--- config.mk ---
export PLATFORM = sky130hd
export DESIGN_NAME = fpu_ret_queue_flat
export DESIGN_NICKNAME = d
export VERILOG_FILES = /design/src/rtl/fpu_ret_queue_pkg.sv /design/src/rtl/fpu_ret_queue_if.sv /design/src/rtl/fpu_ret_compact.sv /design/src/rtl/fpu_ret_queue.sv /design/src/flat_wrapper.sv
export SDC_FILE = /design/constraint.sdc
export NUM_CORES = 1
export LEC_CHECK = 0
export CORE_MARGIN = 2
export CORE_UTILIZATION = 55
export CTS_CLUSTER_SIZE = 25
export DETAILED_ROUTE_END_ITERATION = 16
export GPL_TIMING_DRIVEN = 0
export PLACE_DENSITY = 0.81
export REMOVE_ABC_BUFFERS = 1
export SLEW_MARGIN = 40
export SYNTH_ARGS = -nofsm -noshare
export SYNTH_HDL_FRONTEND = slang
export SYNTH_SLANG_ARGS = --single-unit
--- constraint.sdc ---
create_clock -name clk -period 8.15 [get_ports clk]
set_input_delay 1.63 -clock clk [delete_from_list [all_inputs] [get_ports clk]]
set_output_delay 1.63 -clock clk [all_outputs]
set_load 0.05 [all_outputs]
--- src/rtl/fpu_ret_queue_pkg.sv ---
// fpu_ret_queue_pkg: shared FPU return-path definitions.
//   FLG_*           bit positions of the IEEE flags inside ret[4:0]
//   ret_word_t      field layout of a 14-bit return word {tag, flags}
//   FPCSR_TE_LSB    position of the per-flag trap enables inside fpcsr
//   trap_enables()  extracts the trap-enable field from fpcsr
package fpu_ret_queue_pkg;
  localparam int FLAG_W = 5;
  localparam int TAG_W  = 9;

  localparam int FLG_NX = 0;
  localparam int FLG_UF = 1;
  localparam int FLG_OF = 2;
  localparam int FLG_DZ = 3;
  localparam int FLG_NV = 4;

  localparam int FPCSR_TE_LSB = 7;

  typedef struct packed {
    logic [TAG_W-1:0]  tag;
    logic [FLAG_W-1:0] flags;
  } ret_word_t;

  function automatic logic [FLAG_W-1:0] trap_enables(input logic [31:0] csr);
    return csr[FPCSR_TE_LSB +: FLAG_W];
  endfunction
endpackage

--- src/rtl/fpu_ret_queue_if.sv ---
// fpu_ret_queue_if: lane returns from the FPU cluster plus the head-of-queue
// valid/ready handshake towards the consumer.
//   master : FPU lanes + consumer side (drives lane words/enables and out_rdy)
//   slave  : the return queue (drives out_ret/out_vld)
interface fpu_ret_queue_if #(
  parameter int RET_W = 14
);
  logic [RET_W-1:0] u1_ret;
  logic [RET_W-1:0] u3_ret;
  logic [RET_W-1:0] u5_ret;
  logic             u1_ret_en;
  logic             u3_ret_en;
  logic             u5_ret_en;
  logic [RET_W-1:0] out_ret;
  logic             out_vld;
  logic             out_rdy;

  modport master (
    output u1_ret, u3_ret, u5_ret, u1_ret_en, u3_ret_en, u5_ret_en, out_rdy,
    input  out_ret, out_vld
  );

  modport slave (
    input  u1_ret, u3_ret, u5_ret, u1_ret_en, u3_ret_en, u5_ret_en, out_rdy,
    output out_ret, out_vld
  );
endinterface

--- src/rtl/fpu_ret_compact.sv ---
// fpu_ret_compact: packs the asserted lanes (order u1, u3, u5) into
// consecutive slots.
//   i_en     {u5_en, u3_en, u1_en}
//   o_off*   slot offset of each lane relative to the write pointer
//   o_n_enq  number of asserted lanes (0..3)
module fpu_ret_compact (
  input  logic [2:0] i_en,
  output logic [1:0] o_off1,
  output logic [1:0] o_off3,
  output logic [1:0] o_off5,
  output logic [1:0] o_n_enq
);
  assign o_off1  = 2'd0;
  assign o_off3  = {1'b0, i_en[0]};
  assign o_off5  = {1'b0, i_en[0]} + {1'b0, i_en[1]};
  assign o_n_enq = o_off5 + {1'b0, i_en[2]};
endmodule

--- src/rtl/fpu_ret_queue.sv ---
// fpu_ret_queue: collects up to three FPU lane returns per cycle into a FIFO,
// presents the head as registered out_ret/out_vld, accumulates sticky IEEE
// flags and flags lost returns.
//   clk, rst      clock; synchronous active-low reset
//   bus (slave)   lane words/enables in, head out_ret/out_vld/out_rdy
//   fpcsr         [11:7] per-flag trap enables
//   flag_clr      clears sticky, ovf and trap (same-cycle new flags win)
//   stall         registered: fewer than 3 free slots next cycle
//   sticky, ovf   accumulated flags, lost-return indicator
//   trap          trap request; built only when FPU_RET_TRAP_EN is defined,
//                 otherwise tied to 0
module fpu_ret_queue
  import fpu_ret_queue_pkg::*;
#(
  parameter int DEPTH = 8,
  parameter int RET_W = 14
) (
  input  logic                 clk,
  input  logic                 rst,
  fpu_ret_queue_if.slave       bus,
  input  logic [31:0]          fpcsr,
  input  logic                 flag_clr,
  output logic                 stall,
  output logic [FLAG_W-1:0]    sticky,
  output logic                 ovf,
  output logic                 trap
);
  localparam int PTR_W = $clog2(DEPTH);
  localparam int CNT_W = PTR_W + 1;

  logic [RET_W-1:0]  r_mem [DEPTH];
  logic [PTR_W-1:0]  r_wr_ptr, r_rd_ptr;
  logic [CNT_W-1:0]  r_count;
  logic              r_out_vld;
  logic [RET_W-1:0]  r_out_ret;
  logic              r_stall;
  logic [FLAG_W-1:0] r_sticky;
  logic              r_ovf;

  logic [2:0]        w_en;
  logic [1:0]        w_off [3];
  logic [1:0]        w_n_enq;
  logic [RET_W-1:0]  w_data [3];
  logic              w_deq;
  logic [CNT_W-1:0]  w_free, w_n_acc, w_count_nxt;
  logic [2:0]        w_acc;
  logic [PTR_W-1:0]  w_slot [3];
  logic [PTR_W-1:0]  w_rd_ptr_nxt;
  logic [RET_W-1:0]  w_head;
  logic [FLAG_W-1:0] w_flags_in;
  logic              w_drop;
  logic              w_unused_fpcsr;

  assign w_en      = {bus.u5_ret_en, bus.u3_ret_en, bus.u1_ret_en};
  assign w_data[0] = bus.u1_ret;
  assign w_data[1] = bus.u3_ret;
  assign w_data[2] = bus.u5_ret;

  fpu_ret_compact u_compact (
    .i_en    (w_en),
    .o_off1  (w_off[0]),
    .o_off3  (w_off[1]),
    .o_off5  (w_off[2]),
    .o_n_enq (w_n_enq)
  );

  // The slot being dequeued this cycle is reusable by this cycle's lanes.
  assign w_deq        = r_out_vld & bus.out_rdy;
  assign w_free       = CNT_W'(DEPTH) - r_count + CNT_W'(w_deq);
  assign w_n_acc      = (CNT_W'(w_n_enq) <= w_free) ? CNT_W'(w_n_enq) : w_free;
  assign w_drop       = (w_n_acc != CNT_W'(w_n_enq));
  assign w_count_nxt  = r_count + w_n_acc - CNT_W'(w_deq);
  assign w_rd_ptr_nxt = r_rd_ptr + PTR_W'(w_deq);

  // Lanes whose offset falls past the free space are the later ones in
  // u1,u3,u5 order, so u5 is dropped first.
  always_comb begin
    w_flags_in = '0;
    for (int k = 0; k < 3; k++) begin
      w_acc[k]  = w_en[k] && (CNT_W'(w_off[k]) < w_n_acc);
      w_slot[k] = r_wr_ptr + PTR_W'(w_off[k]);
      if (w_en[k]) w_flags_in = w_flags_in | w_data[k][FLAG_W-1:0];
    end
  end

  // Next head: a lane written this cycle may land in the head slot when the
  // queue drains to it, so forward it instead of the stale array word.
  always_comb begin
    w_head = r_mem[w_rd_ptr_nxt];
    for (int k = 0; k < 3; k++)
      if (w_acc[k] && (w_slot[k] == w_rd_ptr_nxt)) w_head = w_data[k];
  end

  always_ff @(posedge clk) begin
    if (rst) begin
      for (int k = 0; k < 3; k++)
        if (w_acc[k]) r_mem[w_slot[k]] <= w_data[k];
    end
  end

  always_ff @(posedge clk) begin
    if (!rst) begin
      r_wr_ptr  <= '0;
      r_rd_ptr  <= '0;
      r_count   <= '0;
      r_out_vld <= 1'b0;
      r_out_ret <= '0;
      r_stall   <= 1'b0;
      r_sticky  <= '0;
      r_ovf     <= 1'b0;
    end else begin
      r_wr_ptr  <= r_wr_ptr + PTR_W'(w_n_acc);
      r_rd_ptr  <= w_rd_ptr_nxt;
      r_count   <= w_count_nxt;
      r_out_vld <= (w_count_nxt != '0);
      if (w_count_nxt != '0) r_out_ret <= w_head;
      r_stall   <= (CNT_W'(DEPTH) - w_count_nxt) < CNT_W'(3);
      r_sticky  <= (flag_clr ? '0 : r_sticky) | w_flags_in;
      r_ovf     <= (r_ovf & ~flag_clr) | w_drop;
    end
  end

`ifdef FPU_RET_TRAP_EN
  logic r_trap;
  logic w_trap_hit;

  always_comb begin
    w_trap_hit = 1'b0;
    for (int k = 0; k < 3; k++)
      if (w_acc[k] && ((w_data[k][FLAG_W-1:0] & trap_enables(fpcsr)) != '0))
        w_trap_hit = 1'b1;
  end

  always_ff @(posedge clk) begin
    if (!rst) r_trap <= 1'b0;
    else      r_trap <= (r_trap & ~flag_clr) | w_trap_hit;
  end

  assign trap = r_trap;
`else
  assign trap = 1'b0;
`endif

  assign w_unused_fpcsr = ^fpcsr;

  assign bus.out_ret = r_out_ret;
  assign bus.out_vld = r_out_vld;
  assign stall       = r_stall;
  assign sticky      = r_sticky;
  assign ovf         = r_ovf;
endmodule
--- src/flat_wrapper.sv ---
// flat-port wrapper written by rule: the top's interface ports become plain ports
module fpu_ret_queue_flat import fpu_ret_queue_pkg::*;
#(
  parameter int DEPTH = 8,
  parameter int RET_W = 14
)
  (clk, rst, fpcsr, flag_clr, stall, sticky, ovf, trap, bus_u1_ret, bus_u3_ret, bus_u5_ret, bus_u1_ret_en, bus_u3_ret_en, bus_u5_ret_en, bus_out_rdy, bus_out_ret, bus_out_vld);
  fpu_ret_queue_if #(.RET_W(RET_W)) bus_i ();
  input  logic clk;
  input  logic rst;
  input  logic [31:0] fpcsr;
  input  logic flag_clr;
  output logic stall;
  output logic [FLAG_W-1:0] sticky;
  output logic ovf;
  output logic trap;
  input wire logic [$bits(bus_i.u1_ret)-1:0] bus_u1_ret;
  input wire logic [$bits(bus_i.u3_ret)-1:0] bus_u3_ret;
  input wire logic [$bits(bus_i.u5_ret)-1:0] bus_u5_ret;
  input wire logic [$bits(bus_i.u1_ret_en)-1:0] bus_u1_ret_en;
  input wire logic [$bits(bus_i.u3_ret_en)-1:0] bus_u3_ret_en;
  input wire logic [$bits(bus_i.u5_ret_en)-1:0] bus_u5_ret_en;
  input wire logic [$bits(bus_i.out_rdy)-1:0] bus_out_rdy;
  output wire logic [$bits(bus_i.out_ret)-1:0] bus_out_ret;
  output wire logic [$bits(bus_i.out_vld)-1:0] bus_out_vld;
  assign bus_i.u1_ret = bus_u1_ret;
  assign bus_i.u3_ret = bus_u3_ret;
  assign bus_i.u5_ret = bus_u5_ret;
  assign bus_i.u1_ret_en = bus_u1_ret_en;
  assign bus_i.u3_ret_en = bus_u3_ret_en;
  assign bus_i.u5_ret_en = bus_u5_ret_en;
  assign bus_i.out_rdy = bus_out_rdy;
  assign bus_out_ret = bus_i.out_ret;
  assign bus_out_vld = bus_i.out_vld;
  fpu_ret_queue #(.DEPTH(DEPTH), .RET_W(RET_W)) u_core (.clk(clk), .rst(rst), .bus(bus_i), .fpcsr(fpcsr), .flag_clr(flag_clr), .stall(stall), .sticky(sticky), .ovf(ovf), .trap(trap));
endmodule
Word level (Yosys, flattened, before mapping)
Memory sizes are Yosys's and may differ from the RTL's. A register that Yosys moved wholly into a read port is not among the register bits. Index checks and enable logic that the tools add are counted.

Bitwise gates (word level): 7. Multiplexer cells: 14. Reductions and logical operators: 5. Equal/unequal tests: 1. Shift-type cells: 0. Multipliers: 0. Add/sub/neg operators: 11. $lt $le $gt $ge: 5. Divide/modulo/power cells: 0.

Operators by type and width (number): 5-bit 2-to-1 mux (4); 5-bit OR (3); 1-bit 2-to-1 mux (9); 4-bit subtractor (first input constant) (2); 3-bit by 1-bit adder with 3-bit output (2); 4-bit by 1-bit adder with 4-bit output (1); 4-bit adder (1); 2-bit by 4-bit less-or-equal comparator with 1-bit output (1); 1-bit by 4-bit < comparator with 1-bit output (1); 1-bit by 4-bit < comparator with 1-bit output (first input constant) (1); 2-bit by 4-bit < comparator with 1-bit output (1); 4-bit by 2-bit < comparator with 1-bit output (second input constant) (1); 4-bit 2-to-1 mux (1); 4-bit by 2-bit != test with 1-bit output (1); 4-bit nonzero test (1); 4-bit by 1-bit subtractor with 4-bit output (1); 3-bit by 2-bit adder with 3-bit output (1); 3-bit adder (1); 1-bit logical AND (3); 1-bit by 1-bit adder with 2-bit output (1); 2-bit by 1-bit adder with 2-bit output (1); 1-bit AND (2); 1-bit logical NOT (1); 1-bit inverter (1); 1-bit OR (1).

ROM bits: 0. Bits in latches: 0. Register bits after elaboration: 18. Memories kept: 1. Bits of input ports: 81. Bits in writable memories: 112.

Memories: u_core.r_mem (words 8, width 14, rd ports 1, clocked after Yosys merged registers in 1, write ports 3, line fpu_ret_queue.sv:31) `logic [RET_W-1:0] r_mem [DEPTH];`.

Depth between registers and ports, before layout
Depth after elaboration: 9. Gate-level depth with buffers: 19. Depth with buffers taken out: 18.

By module
From an unflattened synthesis, not the netlist that was laid out.

Cell total of the unflattened synthesis: 984. Area total of the unflattened synthesis: 9321.4 um^2.

By module, submodules not included: fpu_ret_queue (area an instance 9255.1 um^2, times used 1, cells an instance 977); fpu_ret_compact (area an instance 66.3 um^2, times used 1, cells an instance 7).

Worst setup path after synthesis
Ideal clock, no wire load.

Path type: input to register. Start: input bus_u5_ret_en. End: memory u_core.r_mem[4][0], enable pin. Buffers on the path: 0. Path slack: 2263 ps. Data required time: 7714 ps. Stages: 9. Arrival: 5451 ps. Cells stage by stage: fa_1 inv_1 ha_1 nor4_1 a221o_1 nand3_1 a311oi_1 nand2_1 o311ai_0.

RTL lines: start: declaration (line flat_wrapper.sv:22) `input wire logic [$bits(bus_i.u5_ret_en)-1:0] bus_u5_ret_en;`; end: declaration (line fpu_ret_queue.sv:31).

Worst setup path after layout
Start: input bus_u1_ret_en. End: register u_core.r_out_ret[11] (netlist: u_core.bus.out_ret[11]), read port of u_core.r_mem.

Cells in the longest elaborated chain, start to end: 7.

RTL lines: start: declaration (line flat_wrapper.sv:20) `input wire logic [$bits(bus_i.u1_ret_en)-1:0] bus_u1_ret_en;`; 1-bit by 1-bit adder with 2-bit output (*) (line fpu_ret_compact.sv:15) `assign o_off5 = {1'b0, i_en[0]} + {1'b0, i_en[1]};`; 2-bit by 1-bit adder with 2-bit output (*) (line fpu_ret_compact.sv:16) `assign o_n_enq = o_off5 + {1'b0, i_en[2]};`; 2-bit by 4-bit less-or-equal comparator with 1-bit output (line fpu_ret_queue.sv:70) `assign w_n_acc = (CNT_W'(w_n_enq) <= w_free) ? CNT_W'(w_n_enq) : w_free;`; 4-bit 2-to-1 mux (*) (line fpu_ret_queue.sv:70); 4-bit adder (*) (line fpu_ret_queue.sv:72) `assign w_count_nxt = r_count + w_n_acc - CNT_W'(w_deq);`; 4-bit by 1-bit subtractor with 4-bit output (*) (line fpu_ret_queue.sv:72); 4-bit nonzero test (*) (line fpu_ret_queue.sv:116) `if (w_count_nxt != '0) r_out_ret <= w_head;`; end: declaration (line fpu_ret_queue.sv:35) `logic [RET_W-1:0] r_out_ret;`.

Mark *: on every way between the ends. The rest lies on a longest branch, timed or not. A chain may end at the register's enable or synchronous reset.

==> results_dict.tcl <==
set metrics [dict create \
    cts_setup_buffers 0 \
    final_core_util_pct 66.7 \
    final-max-slew-violation-count 0 \
    swShare_pct 39.2 \
    synth-edff-count 112 \
    min_period_over_period_pct 87.9 \
    cp_max_fo 27 \
    status "finished, final reports clean" \
    coreArea_um2 17200 \
    ys_seq_elements 144 \
    holdBufCountCts 0 \
    die_h_um 137 \
    rsz0062_at_grt "false" \
    cp.arrival_ns 7.49 \
    ys_types 60 \
    final_common_cell "mux2_2" \
    nFillCells 1162 \
    r2r_cells 16 \
    leakagePower_nw 4.24 \
    pwr-share-comb_pct 49.3 \
    synth.avg_cell_area_um2 13.2 \
    synth-async-reset-ratio_pct 0 \
    yosysSeqAreaShare_pct 41.4 \
    grt_pass1_wl_mm 42.0 \
    timing_worst_setup_path_type "input port to register" \
    max-slew-margin-rel_pct 46.7 \
    critPathCaptureType "register" \
    timing.fmax_mhz 140 \
    cap_violations 0 \
    final_area_um2 11500 \
    stdcell_count 1043 \
    ant_nets 0 \
    setup_violations 0 \
    dr.pass1.iters 6 \
    hpwl_mm 18.7 \
    yosys_warnings 0 \
    drt-wirelength-per-cell_um 26.6 \
    dp.cells 1009 \
    dpl_cell_area_um2 10900 \
    p_seq_share_pct 29.2 \
    die-area_um2 18700 \
    cts_root_buffer "clkbuf_16" \
    cp.required_ns 8.47 \
    r2r_end "u_core.bus.out_ret[11]" \
    vias_per_cell 6.65 \
    gp_routability_congestion 0.892 \
    h-tree-depth 4 \
    port_buffers 70 \
    drt_iter0_drc 878 \
    grt_start_max_net_pins 30 \
    fin_skew_ns 0.00963 \
    num_rows 48 \
    start_util_pct 56.1 \
    clkSinkCount 144 \
    holdCritPathClass "register to register" \
    nNetsFinal 904 \
    holdPathStages 2 \
    period_needed_ns 7.17 \
    peakVddDrop_mv 0.199 \
    synth_area_um2 9670 \
    cts_buffer_depth 2 \
    worstSkewPairLatency_ns 0.43 \
    area.growth.synth_to_final_pct 18.8 \
    hold_end "u_core.ovf" \
    p_sw_w 0.00139 \
    cts_made_buffers 17 \
    grt_pass1_vias 7268 \
    vias 6932 \
    clockPowerShare_pct 21.5 \
    cp-start-kind "input port" \
    clk_pin_slew_ns 0.06 \
    layout_common_cells "mux2_2, edfxtp_1, clkdlybuf4s50_1" \
    setup_tns_ns 0 \
    syn_inst 731 \
    grt_use_total_pct 30.8 \
    cts_tree "yes" \
    p_int_w 0.00216 \
    drc_errors 0 \
    worstReg2RegStart "u_core.bus.out_vld" \
    hp-start "u_core.ovf" \
    grt-ovfl-total 0 \
    ys.flop_type "edfxtp_1" \
    layout-drive-gt1-share_pct 39.8 \
    pwr_density_cell_nw_per_um2 309 \
    tightest_slew_ns 0.779 \
    hold_viol_final 0 \
    rrSetupSlack_ns 2.79 \
    antenna_found_initial 2 \
    num_io_pins 104 \
    die_w_um 137 \
    cts_resized 0 \
    wirelength_mm 27.7 \
]
[per-layer routing]
metal	GRT usage [%]	share of wire [%]
met1	37.0	37
met2	52.5	50
met3	6.67	9.3
met4	14.9	4.1
met5	0	0
[cells in the mapped netlist, types with 13 or more instances]
cell type / n / area share (%)
buf_2: 16 / 0.83
mux2_2: 150 / 17
nand2_1: 18 / 0.70
edfxtp_1: 112 / 35
o22ai_1: 14 / 0.91
mux2i_1: 14 / 1.4
ha_1: 16 / 2.1
clkbuf_1: 31 / 1.2
a21oi_1: 13 / 0.67
nand2b_1: 16 / 1.0
mux2_1: 66 / 7.7
mux4_2: 28 / 6.5
inv_1: 19 / 0.74
mux2_4: 36 / 5.6
dfxtp_1: 32 / 6.6
[power by group through the flow]
stage | Combinational, W | Sequential [W] | Clock, W
6_report | 0.00175 | 0.00104 | 0.000762
5_1_grt | 0.00186 | 0.00105 | 0.000791
4_1_cts | 0.00173 | 0.00104 | 0.000764
3_5_place_dp | 0.00172 | 0.00105 | 0
3_3_place_gp | 0.00155 | 0.00105 | 0
2_1_floorplan | 0.00103 | 0.00116 | 0
[state kept, by name (all words and copies together) (netlist names)]
| register | cells |
|---|---|
| u_core.stall | 1 |
| u_core.r_count | 4 |
| u_core.r_mem | 112 |
| u_core.ovf | 1 |
| u_core.sticky | 5 |
| u_core.r_wr_ptr | 3 |
| u_core.bus.out_vld | 1 |
| u_core.r_rd_ptr | 3 |
| u_core.bus.out_ret | 14 |
[worst max-delay path, stage by stage]
cell	delay, ns
clkdlybuf4s50_1	0.74
fa_1	0.75
inv_1	0.09
ha_1	0.33
nor4_1	0.33
a221oi_1	0.16
o21ai_1	0.30
and2_1	0.46
nand2_1	0.12
ha_1	0.33
xnor2_1	0.17
nor3b_1	0.54
nand2_2	0.57
and2_1	0.60
a211oi_1	0.36
[cells by family after synthesis]
logic type	after synthesis	share of synthesized area, %
and+or+nand+nor	84	4.85
AOI/OAI and AO/OA	85	6.58
adders and majority gates	20	2.90
muxes	294	38.7
DFF	144	41.4
other	2	0.0776
buffers and inverters	84	3.87
xor gates and xnor gates	18	1.63
[area by class of cell]
class	instances	area [um2]	area share, %
multi-input cells	503	5470	47.5
flip-flops and latches	144	4000	34.8
repair buffers	116	1100	9.54
clock buffers	20	457	3.97
well taps	225	282	2.45
clock inverters	12	106	0.925
inverters	21	80.1	0.697
diodes	2	5.00	0.0435
[worst max path at each step]
stage / from / end / slack (ns) / cells after the start
6_report: bus_u1_ret_en / u_core.bus.out_ret[11] / 0.98 / 15
5_1_grt: bus_u1_ret_en / u_core.bus.out_ret[11] / 0.70 / 15
4_1_cts: bus_u1_ret_en / u_core.bus.out_ret[11] / 1.09 / 15
3_5_place_dp: bus_u1_ret_en / u_core.bus.out_ret[11] / 0.65 / 15
3_3_place_gp: bus_u3_ret_en / u_core.r_mem[0][6] / -1.15 / 10
2_1_floorplan: bus_u5_ret_en / u_core.r_mem[4][0] / 2.26 / 9
[stage by stage]
step                setup WS, ns  power [W]  hold WS (ns)
floorplan                   2.26    0.00219         0.605
CTS                         1.09    0.00353         0.489
global route               0.701    0.00370         0.565
finish                     0.983    0.00355         0.494
detailed placement         0.647    0.00277         0.473
global placement           -1.15    0.00260         0.472
Power figures use the tool's default switching activity.
